$ cat config.mk
export PLATFORM = sky130hd
export DESIGN_NAME = key_search_scheduler
export DESIGN_NICKNAME = d
export VERILOG_FILES = /design/src/rtl/key_search_scheduler.sv
export SDC_FILE = /design/constraint.sdc
export NUM_CORES = 1
export LEC_CHECK = 0
export BUFFER_PORTS_ARGS = -buffer_cell sky130_fd_sc_hd__buf_2
export CELL_PAD_IN_SITES_DETAIL_PLACEMENT = 0
export CELL_PAD_IN_SITES_GLOBAL_PLACEMENT = 1
export CORE_UTILIZATION = 47
export DETAILED_ROUTE_END_ITERATION = 6
export PLACE_DENSITY_LB_ADDON = 0.1
export SETUP_SLACK_MARGIN = 0.4
export SLEW_MARGIN = 20
export SYNTH_ARGS = -nofsm -noshare
export SYNTH_HDL_FRONTEND = slang
export SYNTH_SLANG_ARGS = --single-unit
$ cat constraint.sdc
create_clock -name clk -period 7.5 [get_ports clk]
set_input_delay 0.375 -clock clk [delete_from_list [all_inputs] [get_ports clk]]
set_output_delay 0.375 -clock clk [all_outputs]
set_load 0.005 [all_outputs]
$ cat src/rtl/key_search_scheduler.sv
// Round-robin key dispatcher for an array of RC4 decrypt cores: hands out candidate
// keys, tracks per-core ownership, latches the first passing key or reports exhaustion.
module key_search_scheduler #(
    parameter int                 NUM_CORES = 4,
    parameter int                 KEY_WIDTH = 24,
    parameter logic [KEY_WIDTH:0] KEY_LIMIT = 'h400000
) (
    input  logic                 clk,
    input  logic                 reset,
    input  logic                 start,
    input  logic [NUM_CORES-1:0] core_idle,
    input  logic [NUM_CORES-1:0] core_done,
    input  logic [NUM_CORES-1:0] core_pass,
    output logic [NUM_CORES-1:0] core_start,
    output logic [KEY_WIDTH-1:0] core_key,
    output logic                 core_abort,
    output logic                 busy,
    output logic                 found,
    output logic                 exhausted,
    output logic [KEY_WIDTH-1:0] found_key,
    output logic [KEY_WIDTH:0]   keys_tried
);

    localparam int IDX_W = (NUM_CORES > 1) ? $clog2(NUM_CORES) : 1;

    typedef enum logic [2:0] {
        S_IDLE,
        S_SEARCH,
        S_DRAIN,
        S_FOUND,
        S_EXHAUSTED
    } state_t;

    state_t               state_q, state_d;
    logic [KEY_WIDTH:0]   next_key_q, next_key_d;
    logic [IDX_W-1:0]     rr_ptr_q, rr_ptr_d;
    logic [NUM_CORES-1:0] assigned_q, assigned_d;
    logic [KEY_WIDTH-1:0] key_reg_q [NUM_CORES];
    logic [KEY_WIDTH-1:0] key_reg_d [NUM_CORES];
    logic [NUM_CORES-1:0] core_start_q, core_start_d;
    logic [KEY_WIDTH-1:0] core_key_q, core_key_d;
    logic                 core_abort_q, core_abort_d;
    logic                 busy_q, busy_d;
    logic                 found_q, found_d;
    logic                 exhausted_q, exhausted_d;
    logic [KEY_WIDTH-1:0] found_key_q, found_key_d;
    logic [KEY_WIDTH:0]   keys_tried_q, keys_tried_d;

    logic [NUM_CORES-1:0] accepted;
    logic [NUM_CORES-1:0] passing;
    logic [NUM_CORES-1:0] eligible;
    logic                 running;
    logic                 any_pass;
    logic                 grant_vld;
    logic [IDX_W-1:0]     grant_idx;
    logic [IDX_W-1:0]     pass_idx;
    int                   cand;

    function automatic logic [KEY_WIDTH:0] popcount(input logic [NUM_CORES-1:0] v);
        logic [KEY_WIDTH:0] n;
        n = '0;
        for (int i = 0; i < NUM_CORES; i++) begin
            n = n + {{KEY_WIDTH{1'b0}}, v[i]};
        end
        return n;
    endfunction

    function automatic logic [IDX_W-1:0] lowest_set(input logic [NUM_CORES-1:0] v);
        logic [IDX_W-1:0] idx;
        idx = '0;
        for (int i = NUM_CORES - 1; i >= 0; i--) begin
            if (v[i]) idx = IDX_W'(i);
        end
        return idx;
    endfunction

    // Done pulses only count against cores that actually own a key.
    always_comb begin
        running  = (state_q == S_SEARCH) || (state_q == S_DRAIN);
        accepted = (state_q != S_IDLE) ? (core_done & assigned_q) : '0;
        passing  = accepted & core_pass;
        any_pass = running && (passing != '0);
        pass_idx = lowest_set(passing);
        eligible = core_idle & ~assigned_q;
    end

    // Walk offsets from high to low so the nearest eligible core at/after rr_ptr wins.
    always_comb begin
        grant_vld = 1'b0;
        grant_idx = '0;
        cand      = 0;
        for (int k = NUM_CORES - 1; k >= 0; k--) begin
            cand = (int'(rr_ptr_q) + k) % NUM_CORES;
            if (eligible[IDX_W'(cand)]) begin
                grant_vld = 1'b1;
                grant_idx = IDX_W'(cand);
            end
        end
    end

    always_comb begin
        state_d      = state_q;
        next_key_d   = next_key_q;
        rr_ptr_d     = rr_ptr_q;
        assigned_d   = assigned_q & ~accepted;
        key_reg_d    = key_reg_q;
        core_start_d = '0;
        core_key_d   = core_key_q;
        core_abort_d = core_abort_q;
        found_d      = found_q;
        exhausted_d  = exhausted_q;
        found_key_d  = found_key_q;
        keys_tried_d = keys_tried_q;

        if (running) begin
            keys_tried_d = keys_tried_q + popcount(accepted);
        end

        if (!running) begin
            if (start) begin
                state_d      = S_SEARCH;
                next_key_d   = '0;
                assigned_d   = '0;
                keys_tried_d = '0;
                found_d      = 1'b0;
                exhausted_d  = 1'b0;
                found_key_d  = '0;
                core_abort_d = 1'b0;
            end
        end else if (any_pass) begin
            state_d      = S_FOUND;
            found_d      = 1'b1;
            core_abort_d = 1'b1;
            found_key_d  = key_reg_q[pass_idx];
            assigned_d   = '0;
        end else if (state_q == S_SEARCH) begin
            if (grant_vld) begin
                core_start_d[grant_idx] = 1'b1;
                core_key_d              = next_key_q[KEY_WIDTH-1:0];
                key_reg_d[grant_idx]    = next_key_q[KEY_WIDTH-1:0];
                assigned_d[grant_idx]   = 1'b1;
                next_key_d              = next_key_q + 1'b1;
                rr_ptr_d                = (grant_idx == IDX_W'(NUM_CORES - 1)) ? '0 : grant_idx + 1'b1;
                if (next_key_q + 1'b1 == KEY_LIMIT) state_d = S_DRAIN;
            end
        end else if (assigned_d == '0) begin
            state_d     = S_EXHAUSTED;
            exhausted_d = 1'b1;
        end

        busy_d = (state_d == S_SEARCH) || (state_d == S_DRAIN);
    end

    always_ff @(posedge clk or posedge reset) begin
        if (reset) begin
            state_q      <= S_IDLE;
            next_key_q   <= '0;
            rr_ptr_q     <= '0;
            assigned_q   <= '0;
            for (int i = 0; i < NUM_CORES; i++) key_reg_q[i] <= '0;
            core_start_q <= '0;
            core_key_q   <= '0;
            core_abort_q <= 1'b0;
            busy_q       <= 1'b0;
            found_q      <= 1'b0;
            exhausted_q  <= 1'b0;
            found_key_q  <= '0;
            keys_tried_q <= '0;
        end else begin
            state_q      <= state_d;
            next_key_q   <= next_key_d;
            rr_ptr_q     <= rr_ptr_d;
            assigned_q   <= assigned_d;
            key_reg_q    <= key_reg_d;
            core_start_q <= core_start_d;
            core_key_q   <= core_key_d;
            core_abort_q <= core_abort_d;
            busy_q       <= busy_d;
            found_q      <= found_d;
            exhausted_q  <= exhausted_d;
            found_key_q  <= found_key_d;
            keys_tried_q <= keys_tried_d;
        end
    end

    assign core_start = core_start_q;
    assign core_key   = core_key_q;
    assign core_abort = core_abort_q;
    assign busy       = busy_q;
    assign found      = found_q;
    assign exhausted  = exhausted_q;
    assign found_key  = found_key_q;
    assign keys_tried = keys_tried_q;

endmodule

==> results_dict.tcl <==
set metrics [dict create \
    startpoint_type "register" \
    grt_pass1_wl_mm 38.2 \
    htree_levels 1 \
    ioPinCount 96 \
    irDropWorstVdd_mv 0.154 \
    synthSimpleGateAreaFrac 0.151 \
    fp-row-count 52 \
    dp_hpwl_mm 14.1 \
    max_slew.worst_pin.slew_ns 0.948 \
    dpl-instance-area_um2 10500 \
    synth.area.top_cells "dfrtp_1 (53%), mux2_2 (10%), mux2i_1 (5.6%)" \
    finalHoldViolCount 0 \
    power.net_switching_w 0.00125 \
    cts_buffers 23 \
    grt-ovfl-total 0 \
    cts_hold_buf 0 \
    ctsRootBufferMaster "clkbuf_16" \
    critPathRequiredTime_ns 7.92 \
    synthFlopType "dfrtp_1" \
    vias 7177 \
    initial_core_util 0.484 \
    fin_crit_sh 0.492 \
    clk_pin_slew_worst_paths_ns 0.06 \
    viasPerCell 5.63 \
    rsz0062_at_grt "false" \
    reg2reg_to "keys_tried[21]" \
    tns_ns 0 \
    crit_type "reg2reg" \
    worst-r2r-cell-count 11 \
    grtUsageTotal 0.221 \
    finalWeightedCongestion 0.790 \
    synthArstFlopShare 1.00 \
    endpoint "keys_tried[21]" \
    cts_buffer_depth 3 \
    netlist_top_cells_count "dfrtp_1 (210), nand2_1 (145), mux2_2 (92), o21ai_0 (63), mux2i_1 (55)" \
    yosysMostFrequentCell "dfrtp_1" \
    combPwrFrac 0.299 \
    yosysWarnings 0 \
    synthMuxAreaShare 0.160 \
    diodes 0 \
    finalSetupViolations 0 \
    max_freq_mhz 271 \
    synthCells 926 \
    period_needed_ns 3.69 \
    nNetsFinal 1013 \
    design_area_um2 11200 \
    yosysUniqueCellTypes 54 \
    reg2reg_slack_ns 3.81 \
    ys_ff_latch 210 \
    port_buffers 95 \
    cts_tree "done" \
    synthAdderAreaFrac 0.0137 \
    syn_area_um2 9890 \
    yosys.area_share.xor_xnor 0.0115 \
    avgSynthCellArea_um2 10.7 \
    synth_top_cell_by_area "dfrtp_1" \
    synth_compound_area_frac 0.0984 \
    wirelength_mm 23.2 \
    drc_errors 0 \
    clock_sinks 210 \
    seq_area_frac_synth 0.531 \
    drv_slew 0 \
    netSwitchingFraction 0.360 \
    endpoint_kind "register" \
    slew_headroom 0.367 \
    grt_pass1_vias 6952 \
    synth_top_cell_area_share 0.531 \
    die_h_um 147 \
    core_area_um2 20400 \
    seqPwrFrac 0.403 \
    power.density_nw_per_um2 309 \
    clock_skew_ns 0.0159 \
    die_area_um2 21600 \
    n_fill_cell 1897 \
    startpoint "state_q[0]" \
    synth_top_family_by_area "multiplexers" \
    drt_first_iter_violations 429 \
    drive_gt1_frac 0.243 \
    hp-class "in2async" \
    dr.pass1.iters 5 \
    p_leak_nw 5.76 \
    status "complete, no violations" \
    ant_nets 0 \
    cts_resized 0 \
    wl_per_cell_um 18.2 \
    post_cts_buffers 0 \
    postSynthNetCount 950 \
    critPathMaxFanout 8 \
    syn_to_final_growth_pct 13.2 \
    max_cap_viol_count 0 \
    worstPathArrival_ns 4.11 \
    clock_latency_ns 0.51 \
    die_x_um 147 \
    synth_edf_count 0 \
    antenna_found_initial 0 \
    grt_max_degree 133 \
    clock_power_share 0.298 \
    r2r-start "state_q[0]" \
    intPower_w 0.00222 \
]
cell type report:
class / count / area, um2 / share of cell area
Clock buffer: 33 / 633 / 0.0565
Sequential cell: 210 / 5260 / 0.469
Inverter: 18 / 75.1 / 0.00670
Tap cell: 270 / 338 / 0.0302
Timing Repair Buffer: 102 / 532 / 0.0475
Multi-Input combinational cell: 634 / 4330 / 0.387
Clock inverter: 7 / 38.8 / 0.00346
per-layer routing:
metal,vias up,track usage,part of all wire
li1,3445,-,-
met5,-,0,0
met3,30,0.0258,0.037
met2,130,0.355,0.47
met1,3572,0.321,0.48
met4,0,0.0490,0.014
sequential cells by signal, indices dropped and copies added (netlist names):
name / count
key_reg_q: 96
keys_tried: 25
next_key_q: 25
core_key: 24
found_key: 24
assigned_q: 4
core_start: 4
state_q: 3
rr_ptr_q: 2
busy: 1
exhausted: 1
found: 1
cells in the final DEF (no fill, tap or decap), types with 2 or more instances in the layout:
| cell | Yosys | layout |
|---|---|---|
| dfrtp_1 | 210 | 210 |
| nand2_1 | 145 | 145 |
| buf_2 | 16 | 95 |
| mux2_2 | 92 | 92 |
| o21ai_0 | 63 | 63 |
| mux2i_1 | 55 | 55 |
| nand3_1 | 44 | 43 |
| nor2_1 | 34 | 33 |
| o221ai_1 | 24 | 24 |
| clkbuf_16 | 0 | 23 |
| nand4_1 | 19 | 19 |
| inv_1 | 18 | 17 |
| a21oi_1 | 15 | 15 |
| nor3_1 | 13 | 12 |
| and3_1 | 13 | 12 |
| o31ai_1 | 11 | 11 |
| xor2_1 | 8 | 8 |
| clkbuf_1 | 45 | 8 |
| and2_1 | 7 | 7 |
| a31oi_1 | 7 | 7 |
| nand2b_1 | 6 | 6 |
| nor2b_1 | 6 | 6 |
| ha_1 | 6 | 6 |
| clkinv_2 | 0 | 6 |
| buf_4 | 2 | 6 |
| a21o_1 | 5 | 5 |
| nor4_1 | 5 | 5 |
| or3_1 | 5 | 5 |
| xnor2_1 | 5 | 5 |
| and4_1 | 4 | 4 |
| nand2_2 | 4 | 4 |
| o211ai_1 | 4 | 4 |
| o31a_1 | 3 | 3 |
| or2_2 | 3 | 3 |
| a211oi_1 | 3 | 3 |
| fa_1 | 3 | 3 |
| or3b_2 | 2 | 2 |
| a211o_1 | 2 | 2 |
| o41ai_1 | 2 | 2 |
| clkbuf_8 | 0 | 2 |
power by group through the flow:
stage | registers (W) | clock network (W) | logic (W)
floorplan | 0.00136 | 0 | 0.000764
global placement | 0.00141 | 0 | 0.00103
detailed placement | 0.00142 | 0 | 0.00104
CTS | 0.00140 | 0.00106 | 0.00105
global route | 0.00142 | 0.00111 | 0.00114
finish | 0.00140 | 0.00103 | 0.00104
metrics by stage:
| step | total power (W) | setup WS (ns) | hold slack [ns] | std cells | utilization |
|---|---|---|---|---|---|
| 2_1_floorplan | 0.00213 | 1.39 | 0.449 | 926 | - |
| 3_3_place_gp | 0.00244 | 3.97 | 0.456 | 1234 | 0.515 |
| 3_5_place_dp | 0.00246 | 3.84 | 0.459 | 1234 | 0.515 |
| 4_1_cts | 0.00350 | 3.81 | 0.117 | 1274 | 0.548 |
| 5_1_grt | 0.00366 | 3.55 | 0.165 | 1274 | 0.548 |
| 6_report | 0.00346 | 3.81 | 0.0489 | 1274 | 0.548 |
kinds of logic after synthesis:
kind of cell | Yosys count
AND/OR/NAND/NOR | 315
multiplexers | 147
buffers and inverters | 82
XOR/XNOR | 13
adder cells (fa/ha/maj) | 9
AO/OA/AOI/OAI | 150
flip-flops | 210
worst min-delay path by stage:
stage / endpoint / slack [ns]
after detailed placement: core_key[13] / 0.46
after floorplan: key_reg_q[19] / 0.45
after global placement: core_key[9] / 0.46
final: core_start[3] / 0.05
after global routing: core_start[3] / 0.16
after CTS: core_start[3] / 0.12
critical path: stages, from the launching register on:
cell	delay, ns
dfrtp_1	0.46
or3_1	0.43
and3_1	0.22
fa_1	0.51
inv_1	0.05
fa_1	0.38
nor2b_1	0.12
o2111ai_1	0.33
or2_2	0.47
nor3_1	0.33
nand2_1	0.11
mux2i_1	0.19
No activity file was read; power rests on OpenSTA's default activity.
